## src/rtl/hog_pkg.sv

```systemverilog
// Shared types and sizing for the HOG front-end window scan logic.
// Default image geometry, counter widths and the line-buffer fill depth.
package hog_pkg;

    localparam int IMG_W_DEF = 38;
    localparam int IMG_H_DEF = 30;
    localparam int WIN_DEF   = 3;

    // Counter width for a range of n values; never narrower than one bit.
    function automatic int cnt_w(input int n);
        return (n > 1) ? $clog2(n) : 1;
    endfunction

    localparam int COL_W     = cnt_w(IMG_W_DEF);
    localparam int ROW_W     = cnt_w(IMG_H_DEF);
    localparam int BUF_DEPTH = (WIN_DEF - 1) * IMG_W_DEF + (WIN_DEF - 1);

    typedef enum logic [1:0] {
        IDLE = 2'd0,
        FILL = 2'd1,
        RUN  = 2'd2,
        DONE = 2'd3
    } scan_state_t;

endpackage

```

## src/rtl/window_scan_ctrl_if.sv

```systemverilog
// Pixel-stream handshake and scan status bundle for window_scan_ctrl.
// master drives the stream (source side); slave is the scan controller.
interface window_scan_ctrl_if #(
    parameter int COL_W = hog_pkg::COL_W,
    parameter int ROW_W = hog_pkg::ROW_W
);
    logic             i_sof;
    logic             i_valid;
    logic             o_buf_clear;
    logic             o_win_valid;
    logic [COL_W-1:0] o_col;
    logic [ROW_W-1:0] o_row;
    logic             o_line_end;
    logic             o_frame_done;
    logic             o_busy;
    logic             o_overrun;

    modport master (
        output i_sof, i_valid,
        input  o_buf_clear, o_win_valid, o_col, o_row, o_line_end,
               o_frame_done, o_busy, o_overrun
    );

    modport slave (
        input  i_sof, i_valid,
        output o_buf_clear, o_win_valid, o_col, o_row, o_line_end,
               o_frame_done, o_busy, o_overrun
    );
endinterface

```

## src/rtl/wrap_counter.sv

```systemverilog
// Modulo (MAX+1) counter with synchronous clear; o_wrap flags the enabled
// step out of MAX so a cascaded counter can use it as its enable.
module wrap_counter #(
    parameter int MAX = 1,
    parameter int W   = 1
) (
    input  logic         clk,
    input  logic         rst,
    input  logic         i_en,
    input  logic         i_clr,
    output logic [W-1:0] o_value,
    output logic         o_wrap
);
    logic [W-1:0] r_value;

    assign o_wrap  = i_en & (r_value == W'(MAX));
    assign o_value = r_value;

    always_ff @(posedge clk or negedge rst) begin
        if (!rst) begin
            r_value <= '0;
        end else if (i_clr) begin
            r_value <= '0;
        end else if (o_wrap) begin
            r_value <= '0;
        end else if (i_en) begin
            r_value <= r_value + W'(1);
        end
    end
endmodule

```

## src/rtl/window_scan_ctrl.sv

```systemverilog
// Column/row sequencer for the sliding-window line buffer of the HOG front end.
// Optional sticky overrun detection is built when SCAN_OVERRUN_DET_EN is defined.
module window_scan_ctrl
    import hog_pkg::*;
#(
    parameter int IMG_W = IMG_W_DEF,
    parameter int IMG_H = IMG_H_DEF,
    parameter int WIN   = WIN_DEF
) (
    input  logic               clk,
    input  logic               rst,
    window_scan_ctrl_if.slave  bus
);
    localparam int CW = cnt_w(IMG_W);
    localparam int RW = cnt_w(IMG_H);

    scan_state_t   r_state;
    logic [CW-1:0] w_col;
    logic [RW-1:0] w_row;
    logic          w_col_wrap;
    logic          w_row_wrap;
    logic          w_accept;

    // A pixel arriving with i_sof belongs to no frame: the clear wins.
    assign w_accept = bus.i_valid & ~bus.i_sof &
                      ((r_state == FILL) | (r_state == RUN));

    wrap_counter #(.MAX(IMG_W - 1), .W(CW)) u_col (
        .clk     (clk),
        .rst     (rst),
        .i_en    (w_accept),
        .i_clr   (bus.i_sof),
        .o_value (w_col),
        .o_wrap  (w_col_wrap)
    );

    wrap_counter #(.MAX(IMG_H - 1), .W(RW)) u_row (
        .clk     (clk),
        .rst     (rst),
        .i_en    (w_col_wrap),
        .i_clr   (bus.i_sof),
        .o_value (w_row),
        .o_wrap  (w_row_wrap)
    );

    always_ff @(posedge clk or negedge rst) begin
        if (!rst) begin
            r_state <= IDLE;
        end else if (bus.i_sof) begin
            r_state <= FILL;
        end else begin
            case (r_state)
                IDLE: r_state <= IDLE;
                FILL: if (w_col_wrap && (w_row == RW'(WIN - 2))) r_state <= RUN;
                RUN:  if (w_row_wrap) r_state <= DONE;
                DONE: r_state <= IDLE;
                default: r_state <= IDLE;
            endcase
        end
    end

    // Reset gating keeps the clear quiet while rst is held low.
    assign bus.o_buf_clear  = bus.i_sof & rst;
    assign bus.o_col        = w_accept ? w_col : '0;
    assign bus.o_row        = w_accept ? w_row : '0;
    assign bus.o_line_end   = w_col_wrap;
    assign bus.o_win_valid  = w_accept & (r_state == RUN) & (w_col >= CW'(WIN - 1));
    assign bus.o_frame_done = (r_state == DONE);
    assign bus.o_busy       = (r_state != IDLE);

`ifdef SCAN_OVERRUN_DET_EN
    logic r_overrun;
    logic r_frame_seen;

    always_ff @(posedge clk or negedge rst) begin
        if (!rst) begin
            r_overrun    <= 1'b0;
            r_frame_seen <= 1'b0;
        end else begin
            if (r_state == DONE) r_frame_seen <= 1'b1;
            if (bus.i_sof) begin
                r_overrun <= 1'b0;
            end else if (bus.i_valid &&
                         ((r_state == DONE) || ((r_state == IDLE) && r_frame_seen))) begin
                r_overrun <= 1'b1;
            end
        end
    end

    assign bus.o_overrun = r_overrun;
`else
    assign bus.o_overrun = 1'b0;
`endif

endmodule
```

## src/flat_wrapper.sv

```systemverilog
// flat-port wrapper written by rule: the top's interface ports become plain ports
module window_scan_ctrl_flat import hog_pkg::*;
#(
    parameter int IMG_W = IMG_W_DEF,
    parameter int IMG_H = IMG_H_DEF,
    parameter int WIN   = WIN_DEF
)
  (clk, rst, bus_i_sof, bus_i_valid, bus_o_buf_clear, bus_o_win_valid, bus_o_col, bus_o_row, bus_o_line_end, bus_o_frame_done, bus_o_busy, bus_o_overrun);
  window_scan_ctrl_if bus_i ();
  input  logic clk;
  input  logic rst;
  input wire logic [$bits(bus_i.i_sof)-1:0] bus_i_sof;
  input wire logic [$bits(bus_i.i_valid)-1:0] bus_i_valid;
  output wire logic [$bits(bus_i.o_buf_clear)-1:0] bus_o_buf_clear;
  output wire logic [$bits(bus_i.o_win_valid)-1:0] bus_o_win_valid;
  output wire logic [$bits(bus_i.o_col)-1:0] bus_o_col;
  output wire logic [$bits(bus_i.o_row)-1:0] bus_o_row;
  output wire logic [$bits(bus_i.o_line_end)-1:0] bus_o_line_end;
  output wire logic [$bits(bus_i.o_frame_done)-1:0] bus_o_frame_done;
  output wire logic [$bits(bus_i.o_busy)-1:0] bus_o_busy;
  output wire logic [$bits(bus_i.o_overrun)-1:0] bus_o_overrun;
  assign bus_i.i_sof = bus_i_sof;
  assign bus_i.i_valid = bus_i_valid;
  assign bus_o_buf_clear = bus_i.o_buf_clear;
  assign bus_o_win_valid = bus_i.o_win_valid;
  assign bus_o_col = bus_i.o_col;
  assign bus_o_row = bus_i.o_row;
  assign bus_o_line_end = bus_i.o_line_end;
  assign bus_o_frame_done = bus_i.o_frame_done;
  assign bus_o_busy = bus_i.o_busy;
  assign bus_o_overrun = bus_i.o_overrun;
  window_scan_ctrl #(.IMG_W(IMG_W), .IMG_H(IMG_H), .WIN(WIN)) u_core (.clk(clk), .rst(rst), .bus(bus_i));
endmodule
```

## config.mk

```make
export PLATFORM = sky130hd
export DESIGN_NAME = window_scan_ctrl_flat
export DESIGN_NICKNAME = d
export VERILOG_FILES = /design/src/rtl/hog_pkg.sv /design/src/rtl/window_scan_ctrl_if.sv /design/src/rtl/wrap_counter.sv /design/src/rtl/window_scan_ctrl.sv /design/src/flat_wrapper.sv
export SDC_FILE = /design/constraint.sdc
export NUM_CORES = 1
export LEC_CHECK = 0
export ABC_AREA = 0
export BUFFER_PORTS_ARGS = -buffer_cell sky130_fd_sc_hd__buf_2
export CORE_UTILIZATION = 48
export DETAILED_ROUTE_END_ITERATION = 8
export MAX_ROUTING_LAYER = met4
export PLACE_DENSITY_LB_ADDON = 0.15
export SLEW_MARGIN = 10
export SYNTH_ARGS = -nofsm -noshare
export SYNTH_HDL_FRONTEND = slang
export SYNTH_SLANG_ARGS = --single-unit
```

## constraint.sdc

```tcl
create_clock -name clk -period 1.8 [get_ports clk]
set_input_delay 0 -clock clk [delete_from_list [all_inputs] [get_ports clk]]
set_output_delay 0 -clock clk [all_outputs]
set_load 0.05 [all_outputs]
```

==> metrics <==
Die ar. between 0.002 and 0.0025 sq mm; Sequential Area 325 sq um; failing checks negative setup slack; DR WL met3 90 um; multi-input logic area ~650 sq um; I/O Buffers 19; RSZ-0062 raised after global routing yes; layout cell share with drive strength beyond 1 just over 40%; Critical Path End Type output port; family with the most delay on the worst path simple AND/OR/NAND/NOR gates; Tcrit/Tclk final 101%; HP Start bus_i_sof; number of slew-limit violations in the final report 0; R2R setup slack 0.06 ns; CTS buffer count 3; worst setup margin -0.0194 ns; R2R cell count 7; Post-Syn Instances 106; mux contribution to synthesized area between 3 and 4%; met1 wire length around 970 um; commonest non-fill, non-tap cell in the layout buf_4; Reg power frac roughly 31%; largest cells by area after synthesis dfrtp_1 (33%), ha_1 (11%), and2_1 (6.4%); first-pass iteration count of the detailed router 4; FMAX roughly 550 MHz; main combinational cell family by area after synthesis simple AND/OR/NAND/NOR gates; FILL cells 172; GRT Util Overall 21.0%; I/O pin count 21; largest net degree at the start of global routing 15; max_cap viols 0; RR Startpoint u_core.r_state[1]$_DFFE_PN0P_; Post-Layout Cell Count 170; growth of design area from synthesis to finish 36.1%; clock latency on the worst-skew pair roughly 0.29 ns; Iter 0 DRT Violations 16; Synth Area in Simple Gates around 31%; Combinational Power Share between 50% and 60%; Fin. Hold Viols 0; Internal between 0.6 and 0.7 mW; pwr/cell area 853 mW/mm^2; CTS clk-pin slew, worst paths ~0.08 ns; switching pwr between 0.4 and 0.5 mW; CTS tree yes; clk buf depth 2; arrival time of the worst setup path between 1.5 and 2 ns; Hold Path Depth 3; Critical Path Source Type register; Avg WL per Cell ~13 um; dpl cells 160; xor and xnor area share after synthesis 2.67%; CP Cell Sequence ha_2 -> or4_1 -> o311a_1 -> buf_6; Compound-Gate Fraction of Synth Area 12.8%; R2R Path End u_core.u_row.o_value[4]$_DFFE_PN0P_; Yosys top cell by area dfrtp_1; Buffers & Inverters on Critical Path 1; Vert. Die Dim approximately 47 um; antenna violations before repair 0; Seq/Total Area, Yosys 33.1%; Worst Hold End u_core.r_state[0]$_DFFE_PN0P_; grt ovf 0; Sw Ratio ~41%; Synth top area share around a third; Core Footprint 0.00194 sq mm; Synth Area in Adders about 11%; vias in the first global route about 660; Worst path slowest cell or4_1; Sinks on Clock Net 13; Via density 5.18; Detailed Place HPWL around 1.5 mm; Crit path largest cell delay 0.49 ns; final number of setup-violating endpoints 1; Final Net Count 157; Critical Path Start u_core.u_col.o_value[1]$_DFFE_PN0P_; Worst Hold Slack 0.0774 ns; ant diodes 0; leak pwr 0.664 nW; flops & latches, synth 13; placement row count 16; commonest cells after routing, fill and taps aside buf_4 (25), dfrtp_1 (13), and2_1 (10); crit-path max FO 3; RD Place Congestion between 0.8 and 0.9; Routed Antenna Nets 0; DR vias 881; Root Driver clkbuf_4; Die X 47.3 um; Mean Syn Cell Area around 9.3 sq um; CTS HTree Levels 1; post-synth cell types 40; Setup CP Type register to output port; Syn Nets 119; Setup Skew around 0.0022 ns; Worst Hold Class input port to register; # DRC 0; Setup WS pre-CTS 0.0817 ns; Max VDD drop between 0.6 and 0.7 mV; first-pass GRT wire length 3.10 mm; YS warnings 0; Max Used Layer met4; CP Data Required Time 1.80 ns; status complete, but fails checks; Synth Cell Area 983 sq um; Clk pwr share 16.8%; DR WL met2 between 1 and 1.5 mm; Tmin final 1.82 ns; DRT Wirelength around 2.1 mm; Initial Util 50.6%
[logic make-up (layout without fill, tap and decap cells)]
logic type	after synthesis	count (layout)
compound gates	17	17
xor+xnor	3	3
fa+ha+maj	9	9
buf+inv	13	50
flops	13	13
mux	3	3
other cells	1	1
simple gates	47	47
[stage by stage]
step	cell area [sq um]	TNS (ns)	power (mW)	utilization (%)
detailed placement	1190	0	0.858	61.2
finish	1340	-0.0194	1.14	68.9
floorplan	991	0	0.704	-
global route	1340	-0.179	1.23	68.9
global placement	1190	0	0.844	61.2
CTS	1270	-0.0283	1.11	65.5
[sequential cells by signal, indices dropped and copies added, names as in the netlist]
signal,cells
u_core.u_col.o_value,6
u_core.u_row.o_value,5
u_core.r_state,2
[repair_timing]
| item | in CTS | in global routing |
|---|---|---|
| hold buffers | 1 | 0 |
| buffers inserted | 3 | 2 |
| resized for setup | 6 | 27 |
| setup endpoints to repair | 11 | 20 |
| pin swaps | 1 | 4 |
| hold endpoints to repair | 13 | 0 |
[synth_stat cells]
| cell | count |
|---|---|
| nand3_1 | 4 |
| inv_1 | 9 |
| buf_4 | 1 |
| a21oi_1 | 4 |
| nor3_1 | 1 |
| nand2b_1 | 2 |
| nand4_1 | 1 |
| and3b_1 | 1 |
| xor2_1 | 1 |
| o21ai_2 | 1 |
| and4bb_2 | 1 |
| nand2_1 | 9 |
| or4b_4 | 1 |
| o31ai_4 | 1 |
| or4_1 | 1 |
| a211oi_1 | 1 |
| mux2i_1 | 3 |
| dfrtp_1 | 13 |
| nor4_2 | 1 |
| a22o_1 | 1 |
| xnor2_1 | 2 |
| a21o_1 | 1 |
| nand4b_2 | 1 |
| or3_1 | 1 |
| o21ai_0 | 5 |
| and2_1 | 10 |
| nor3b_1 | 1 |
| clkbuf_1 | 1 |
| conb_1 | 1 |
| or2_2 | 1 |
| ha_1 | 9 |
| and3_1 | 1 |
| nand4bb_4 | 1 |
| buf_2 | 2 |
| and2_2 | 1 |
| o22ai_1 | 1 |
| nor2_1 | 7 |
| o311a_1 | 1 |
| a21boi_2 | 1 |
| nor2b_1 | 1 |
[worst reg2reg max path, cell delays in order (launching register included)]
cell     delay [ns]
dfrtp_1        0.37
inv_2          0.06
ha_4           0.27
and3b_2        0.24
buf_6          0.11
nand4_1        0.12
or3_1          0.38
a21oi_1        0.12
[layer usage]
metal	vias to the layer above	track usage, %
met1	413	29.2
met4	0	10.9
met2	25	28.8
li1	438	-
met3	5	3.46
met5	-	-
[power groups by stage]
stage	Clock, mW	Sequential [mW]	Combinational (mW)
2_1_floorplan	0	0.371	0.333
3_3_place_gp	0	0.358	0.486
3_5_place_dp	0	0.362	0.496
4_1_cts	0.197	0.349	0.562
5_1_grt	0.208	0.359	0.665
6_report	0.191	0.354	0.596
[how the worst max path moves through the flow]
stage,end,cells after the start
after floorplan,bus_o_win_valid,6
final,bus_o_win_valid,4
after detailed placement,u_core.u_col.o_value[4]$_DFFE_PN0P_,6
after global routing,bus_o_win_valid,4
after CTS,bus_o_win_valid,4
after global placement,u_core.u_col.o_value[4]$_DFFE_PN0P_,6
[layout make-up]
type                       count  share of cell area, %
multi-input combinational     80                   48.4
sequential                    13                   24.3
timing repair buffer          37                   20.3
inverter                       9                   2.52
tap                           27                   2.52
clock buffer                   4                   1.96
(Power assumes the default switching activity.)
